<file path="src/rtl/mem_arbiter.sv">
// mem_arbiter: single-port byte-wide RAM controller shared by instruction
// fetch (IF) and data access (MEM). MEM has priority over IF. Requests of
// 1, 2 or 4 bytes are serialised little-endian, one byte per cycle. A taken
// jump (flush_i) cancels a pending or in-flight fetch.
module mem_arbiter #(
    parameter int unsigned ADDR_W = 17
) (
    input  logic              clk,
    input  logic              rst,
    // instruction fetch port
    input  logic              if_i,
    input  logic [31:0]       if_pc_i,
    input  logic              flush_i,
    output logic              if_busy_o,
    output logic              if_done_o,
    output logic [31:0]       inst_o,
    // data access port
    input  logic              mem_i,
    input  logic              mem_we_i,
    input  logic [1:0]        mem_len_i,
    input  logic [31:0]       mem_addr_i,
    input  logic [31:0]       mem_wdata_i,
    output logic              mem_busy_o,
    output logic              mem_done_o,
    output logic [31:0]       mem_rdata_o,
    // byte-wide RAM
    output logic [ADDR_W-1:0] ram_a_o,
    output logic [7:0]        ram_dout_o,
    output logic              ram_wr_o,
    input  logic [7:0]        ram_din_i
);

    typedef enum logic [1:0] {
        IDLE,
        IF_RD,
        MEM_RD,
        MEM_WR
    } state_t;

    state_t            state;
    logic [ADDR_W-1:0] base;
    logic [2:0]        n_bytes;
    logic [2:0]        cnt;
    logic [31:0]       wdata;
    logic [31:0]       asm_q;
    logic [31:0]       asm_next;
    logic              last;
    logic              if_done_q;
    logic              mem_done_q;
    logic [31:0]       inst_q;
    logic [31:0]       rdata_q;

    // Address bits above ADDR_W are deliberately dropped.
    logic unused_addr_bits;
    assign unused_addr_bits = ^{if_pc_i[31:ADDR_W], mem_addr_i[31:ADDR_W]};

    // Byte count from the access length code; 10 is treated as a word.
    function automatic logic [2:0] len_to_n(input logic [1:0] len);
        case (len)
            2'b00:   len_to_n = 3'd1;
            2'b01:   len_to_n = 3'd2;
            default: len_to_n = 3'd4;
        endcase
    endfunction

    // Merge the byte arriving this cycle into its little-endian lane.
    always_comb begin
        asm_next = asm_q;
        case (cnt[1:0])
            2'd0:    asm_next[7:0]   = ram_din_i;
            2'd1:    asm_next[15:8]  = ram_din_i;
            2'd2:    asm_next[23:16] = ram_din_i;
            default: asm_next[31:24] = ram_din_i;
        endcase
    end

    assign last = ((cnt + 3'd1) == n_bytes);

    // Arbitration, byte sequencing, data assembly and done pulses.
    always_ff @(posedge clk or negedge rst) begin
        if (!rst) begin
            state      <= IDLE;
            base       <= '0;
            n_bytes    <= '0;
            cnt        <= '0;
            wdata      <= '0;
            asm_q      <= '0;
            if_done_q  <= 1'b0;
            mem_done_q <= 1'b0;
            inst_q     <= '0;
            rdata_q    <= '0;
        end else begin
            if_done_q  <= 1'b0;
            mem_done_q <= 1'b0;
            case (state)
                IDLE: begin
                    cnt   <= '0;
                    asm_q <= '0;
                    if (mem_i) begin
                        base    <= mem_addr_i[ADDR_W-1:0];
                        n_bytes <= len_to_n(mem_len_i);
                        wdata   <= mem_wdata_i;
                        state   <= mem_we_i ? MEM_WR : MEM_RD;
                    end else if (if_i && !flush_i) begin
                        base    <= if_pc_i[ADDR_W-1:0];
                        n_bytes <= 3'd4;
                        state   <= IF_RD;
                    end
                end
                IF_RD: begin
                    // A flush abandons the fetch without touching inst_o.
                    if (flush_i) begin
                        state <= IDLE;
                        cnt   <= '0;
                    end else begin
                        asm_q <= asm_next;
                        if (last) begin
                            state     <= IDLE;
                            cnt       <= '0;
                            inst_q    <= asm_next;
                            if_done_q <= 1'b1;
                        end else begin
                            cnt <= cnt + 3'd1;
                        end
                    end
                end
                MEM_RD: begin
                    asm_q <= asm_next;
                    if (last) begin
                        state      <= IDLE;
                        cnt        <= '0;
                        rdata_q    <= asm_next;
                        mem_done_q <= 1'b1;
                    end else begin
                        cnt <= cnt + 3'd1;
                    end
                end
                MEM_WR: begin
                    if (last) begin
                        state      <= IDLE;
                        cnt        <= '0;
                        mem_done_q <= 1'b1;
                    end else begin
                        cnt <= cnt + 3'd1;
                    end
                end
                default: state <= IDLE;
            endcase
        end
    end

    assign if_done_o   = if_done_q;
    assign mem_done_o  = mem_done_q;
    assign inst_o      = inst_q;
    assign mem_rdata_o = rdata_q;

    assign mem_busy_o  = (state != IDLE);
    assign if_busy_o   = (state != IDLE) || mem_i;

    // RAM address wraps at 2^ADDR_W; write strobe and data only during a store.
    assign ram_a_o    = (state == IDLE) ? '0 : (base + ADDR_W'(cnt));
    assign ram_wr_o   = (state == MEM_WR);
    assign ram_dout_o = (state == MEM_WR) ? wdata[{cnt[1:0], 3'b000} +: 8] : 8'h00;

endmodule

</file>
<file path="config.mk">
export PLATFORM = sky130hd
export DESIGN_NAME = mem_arbiter
export DESIGN_NICKNAME = d
export VERILOG_FILES = /design/src/rtl/mem_arbiter.sv
export SDC_FILE = /design/constraint.sdc
export NUM_CORES = 1
export LEC_CHECK = 0
export BUFFER_PORTS_ARGS = -buffer_cell sky130_fd_sc_hd__buf_2
export CORE_MARGIN = 10
export CORE_UTILIZATION = 45
export CTS_CLUSTER_DIAMETER = 120
export CTS_CLUSTER_SIZE = 28
export DETAILED_ROUTE_END_ITERATION = 6
export GPL_TIMING_DRIVEN = 0
export PLACE_DENSITY = 0.84
export SETUP_SLACK_MARGIN = 0.05
export SLEW_MARGIN = 20
export SYNTH_ARGS = -nofsm -noshare
export SYNTH_HDL_FRONTEND = slang
export SYNTH_SLANG_ARGS = --single-unit
</file>
<file path="constraint.sdc">
create_clock -name clk -period 3.25 [get_ports clk]
set_input_delay 0.975 -clock clk [delete_from_list [all_inputs] [get_ports clk]]
set_output_delay 0.975 -clock clk [all_outputs]
set_load 0.1 [all_outputs]
</file>
==> results.sh <==
export IMPL_rows=46
export IMPL_cts_tree="built"
export IMPL_worst_slack_ps=-241.0
export IMPL_pre_cts_slack_ps=-537.0
export IMPL_synth_xor_area_share_pct=1.775
export IMPL_synth_compound_area_share_pct=4.101
export IMPL_fmax_mhz=286.4
export IMPL_cts_sinks=155
export IMPL_yosys_top_cells_area="dfrtp_1 53%, mux2_2 20%, nand2_1 4.7%"
export IMPL_fin_crit_sh_pct=107.4
export IMPL_max_slew_margin_rel_pct=51.74
export IMPL_num_vias=5439
export IMPL_yosys_area_share_simple_pct=10.65
export IMPL_finalCriticalPeriod_ps=3491
export IMPL_ys_seq_elements=155
export IMPL_holdPathStages=2
export IMPL_p_leak_nw=4.903
export IMPL_synth_distinct_cells=44
export IMPL_area_growth_pct=31.85
export IMPL_synth_top_area_share_pct=53.42
export IMPL_cts_max_path_buffers=2
export IMPL_hold_violations=0
export IMPL_ys_seq_area_share_pct=53.42
export IMPL_worstPathArrival_ps=2520
export IMPL_design_area_um2=9573
export IMPL_crit_type="reg -> out"
export IMPL_ios=206
export IMPL_initial_core_util_pct=45.87
export IMPL_grt_max_degree=94
export IMPL_avgSynthCellArea_um2=12.12
export IMPL_io_buffer_count=175
export IMPL_grt_pass1_wl_um=31620
export IMPL_drc=0
export IMPL_violations="setup timing"
export IMPL_path_clk_slew_ps=60
export IMPL_multi_input_area_um2=3344
export IMPL_hold_buffers=0
export IMPL_drive_gt1_share_pct=49.27
export IMPL_clock_skew_ps=8.141
export IMPL_maxCapViolations=0
export IMPL_worstPathRequired_ps=2270
export IMPL_die_w_um=147.0
export IMPL_fp_dieH_um=147.0
export IMPL_grt_ovfl_total=0
export IMPL_first_pass_iters=4
export IMPL_vdd_drop_max_mv=0.8327
export IMPL_holdWs_ps=465.9
export IMPL_synth_top_family_by_area="multiplexers"
export IMPL_insertion_delay_ps=430
export IMPL_synth_fa_ha_area_share_pct=2.344
export IMPL_via_per_inst=5.250
export IMPL_crit_fanout=6
export IMPL_place_gp_congestion=0.8304
export IMPL_ant_nets=0
export IMPL_drt_iter0_markers=312
export IMPL_grt_use_total_pct=18.26
export IMPL_yosysWarnings=0
export IMPL_synth_ff_type="dfrtp_1"
export IMPL_syn_inst=599
export IMPL_dieArea_um2=21620
export IMPL_endpoint_kind="output port"
export IMPL_syn_area_um2=7261
export IMPL_worstRegToRegCells=10
export IMPL_core_area_um2=15830
export IMPL_synthMuxAreaShare_pct=24.83
export IMPL_postPlaceCellArea_um2=8527
export IMPL_hpwl_um=14050
export IMPL_antenna_cells=0
export IMPL_syn_num_nets=724
export IMPL_hold_path_class="reg -> reg"
export IMPL_powerDensity_nw_per_um2=1147
export IMPL_setup_viol=10
export IMPL_async_flop_share_pct=100.0
export IMPL_rsz0062_at_grt="true"
export IMPL_cts_root_buf="clkbuf_16"
export IMPL_cts_buffers=17
export IMPL_drt_total_wl_um=19950
export IMPL_slew_violations=0
export IMPL_layout_nets=932
export IMPL_fillCellCount=1253
export IMPL_yosysTopAreaCell="dfrtp_1"
export IMPL_finalPower_mw=10.98
export IMPL_grt_pass1_vias=5827
export IMPL_regArea_um2=3882
export IMPL_synth_edf_count=0
export IMPL_tightest_slew_ps=719.0
export IMPL_start_kind="register"
export IMPL_outcome="finished with violations"
export IMPL_h_tree_depth=4
export IMPL_grt_antenna_before_repair=0
export IMPL_wl_per_cell_um=19.26
sequential cells by signal, indices dropped and copies added (netlist names):
name,flops
n_bytes,3
asm_q,32
inst_o,32
state,2
if_done_o,1
base,17
mem_done_o,1
mem_rdata_o,32
cnt,3
wdata,32
synth_stat cells, drive strengths merged, types with 2 or more instances:
library cell / instances
buf: 16
and3: 3
nand2: 90
dfrtp: 155
inv: 10
nor2: 14
clkbuf: 17
nor2b: 5
o21ai: 24
a22o: 2
a21oi: 9
o2111ai: 4
xor2: 7
and2: 10
nor4: 2
nand2b: 2
mux4: 8
or3: 2
nor3: 4
nand3: 37
xnor2: 5
mux2: 129
ha: 12
mux2i: 17
through the flow:
stage / utilization, % / TNS [ps] / std cells
floorplan: - / -934.8 / 599
global placement: 53.64 / -178980 / 990
detailed placement: 53.87 / -5240 / 991
CTS: 59.98 / -1104 / 1032
global route: 60.48 / -2254 / 1036
finish: 60.48 / -1290 / 1036
power by group:
group	total [mW]	internal, mW	switching, mW	leakage, nW
clock network	2.17	1.34	0.837	0.308
logic	5.83	1.63	4.20	2.56
registers	2.98	2.57	0.403	2.03
cell type report:
cell class,instances,share of cell area (%)
Multi-Input combinational cell,401,34.94
Inverter,10,0.4313
Clock inverter,12,1.921
Timing Repair Buffer,190,12.34
Buffer,32,2.222
Clock buffer,20,4.771
Tap cell,216,2.823
Sequential cell,155,40.56
cell families after synthesis:
kind of cell | Yosys count
compound gates | 49
buf+inv | 43
xor+xnor | 13
fa+ha+maj | 13
flops | 155
simple gates | 172
mux | 154
path summary, 6_finish.rpt:
path / startpoint / end / slack [ps]
worst min-delay path: asm_q[22] / asm_q[22] / 470
worst min register to register: asm_q[22] / asm_q[22] / 470
worst max register to register: cnt[1] / mem_rdata_o[14] / 680
min in group asynchronous: rst / if_done_o / 570
worst max-delay path: cnt[1] / ram_a_o[16] / -240
max in group asynchronous: rst / state[1] / 1900
what timing repair did:
item,CTS,global route
buffers inserted,9,5
pin swaps,2,7
setup endpoints to repair,18,24
gates resized for setup,68,10
hold endpoints to repair,0,0
per-layer routing:
| layer | global-route usage (%) | vias up | routed length, um |
|---|---|---|---|
| li1 | - | 2505 | - |
| met1 | 22.25 | 2758 | 8461 |
| met2 | 30.84 | 152 | 10150 |
| met3 | 4.638 | 24 | 985 |
| met4 | 6.244 | 0 | 359 |
| met5 | 0 | - | 0 |
cell usage in the layout (no fill, tap or decap), types with 10 or more instances in the layout:
cell       count
buf_2        159
dfrtp_1      152
clkbuf_1      14
and2_1        10
buf_4         22
clkbuf_16     18
mux2i_1       17
nand3_1       36
o21ai_0       21
mux2_2       129
nand2_1       89
worst max-delay path: stages (launching register included):
cell        delay, ps
dfrtp_2           390
clkbuf_16         140
clkinvlp_4        100
fa_2              400
nor2b_4           200
o2111ai_2         130
or3_4             360
a21oi_4           180
buf_12            190
No activity file was read; power rests on OpenSTA's default activity.
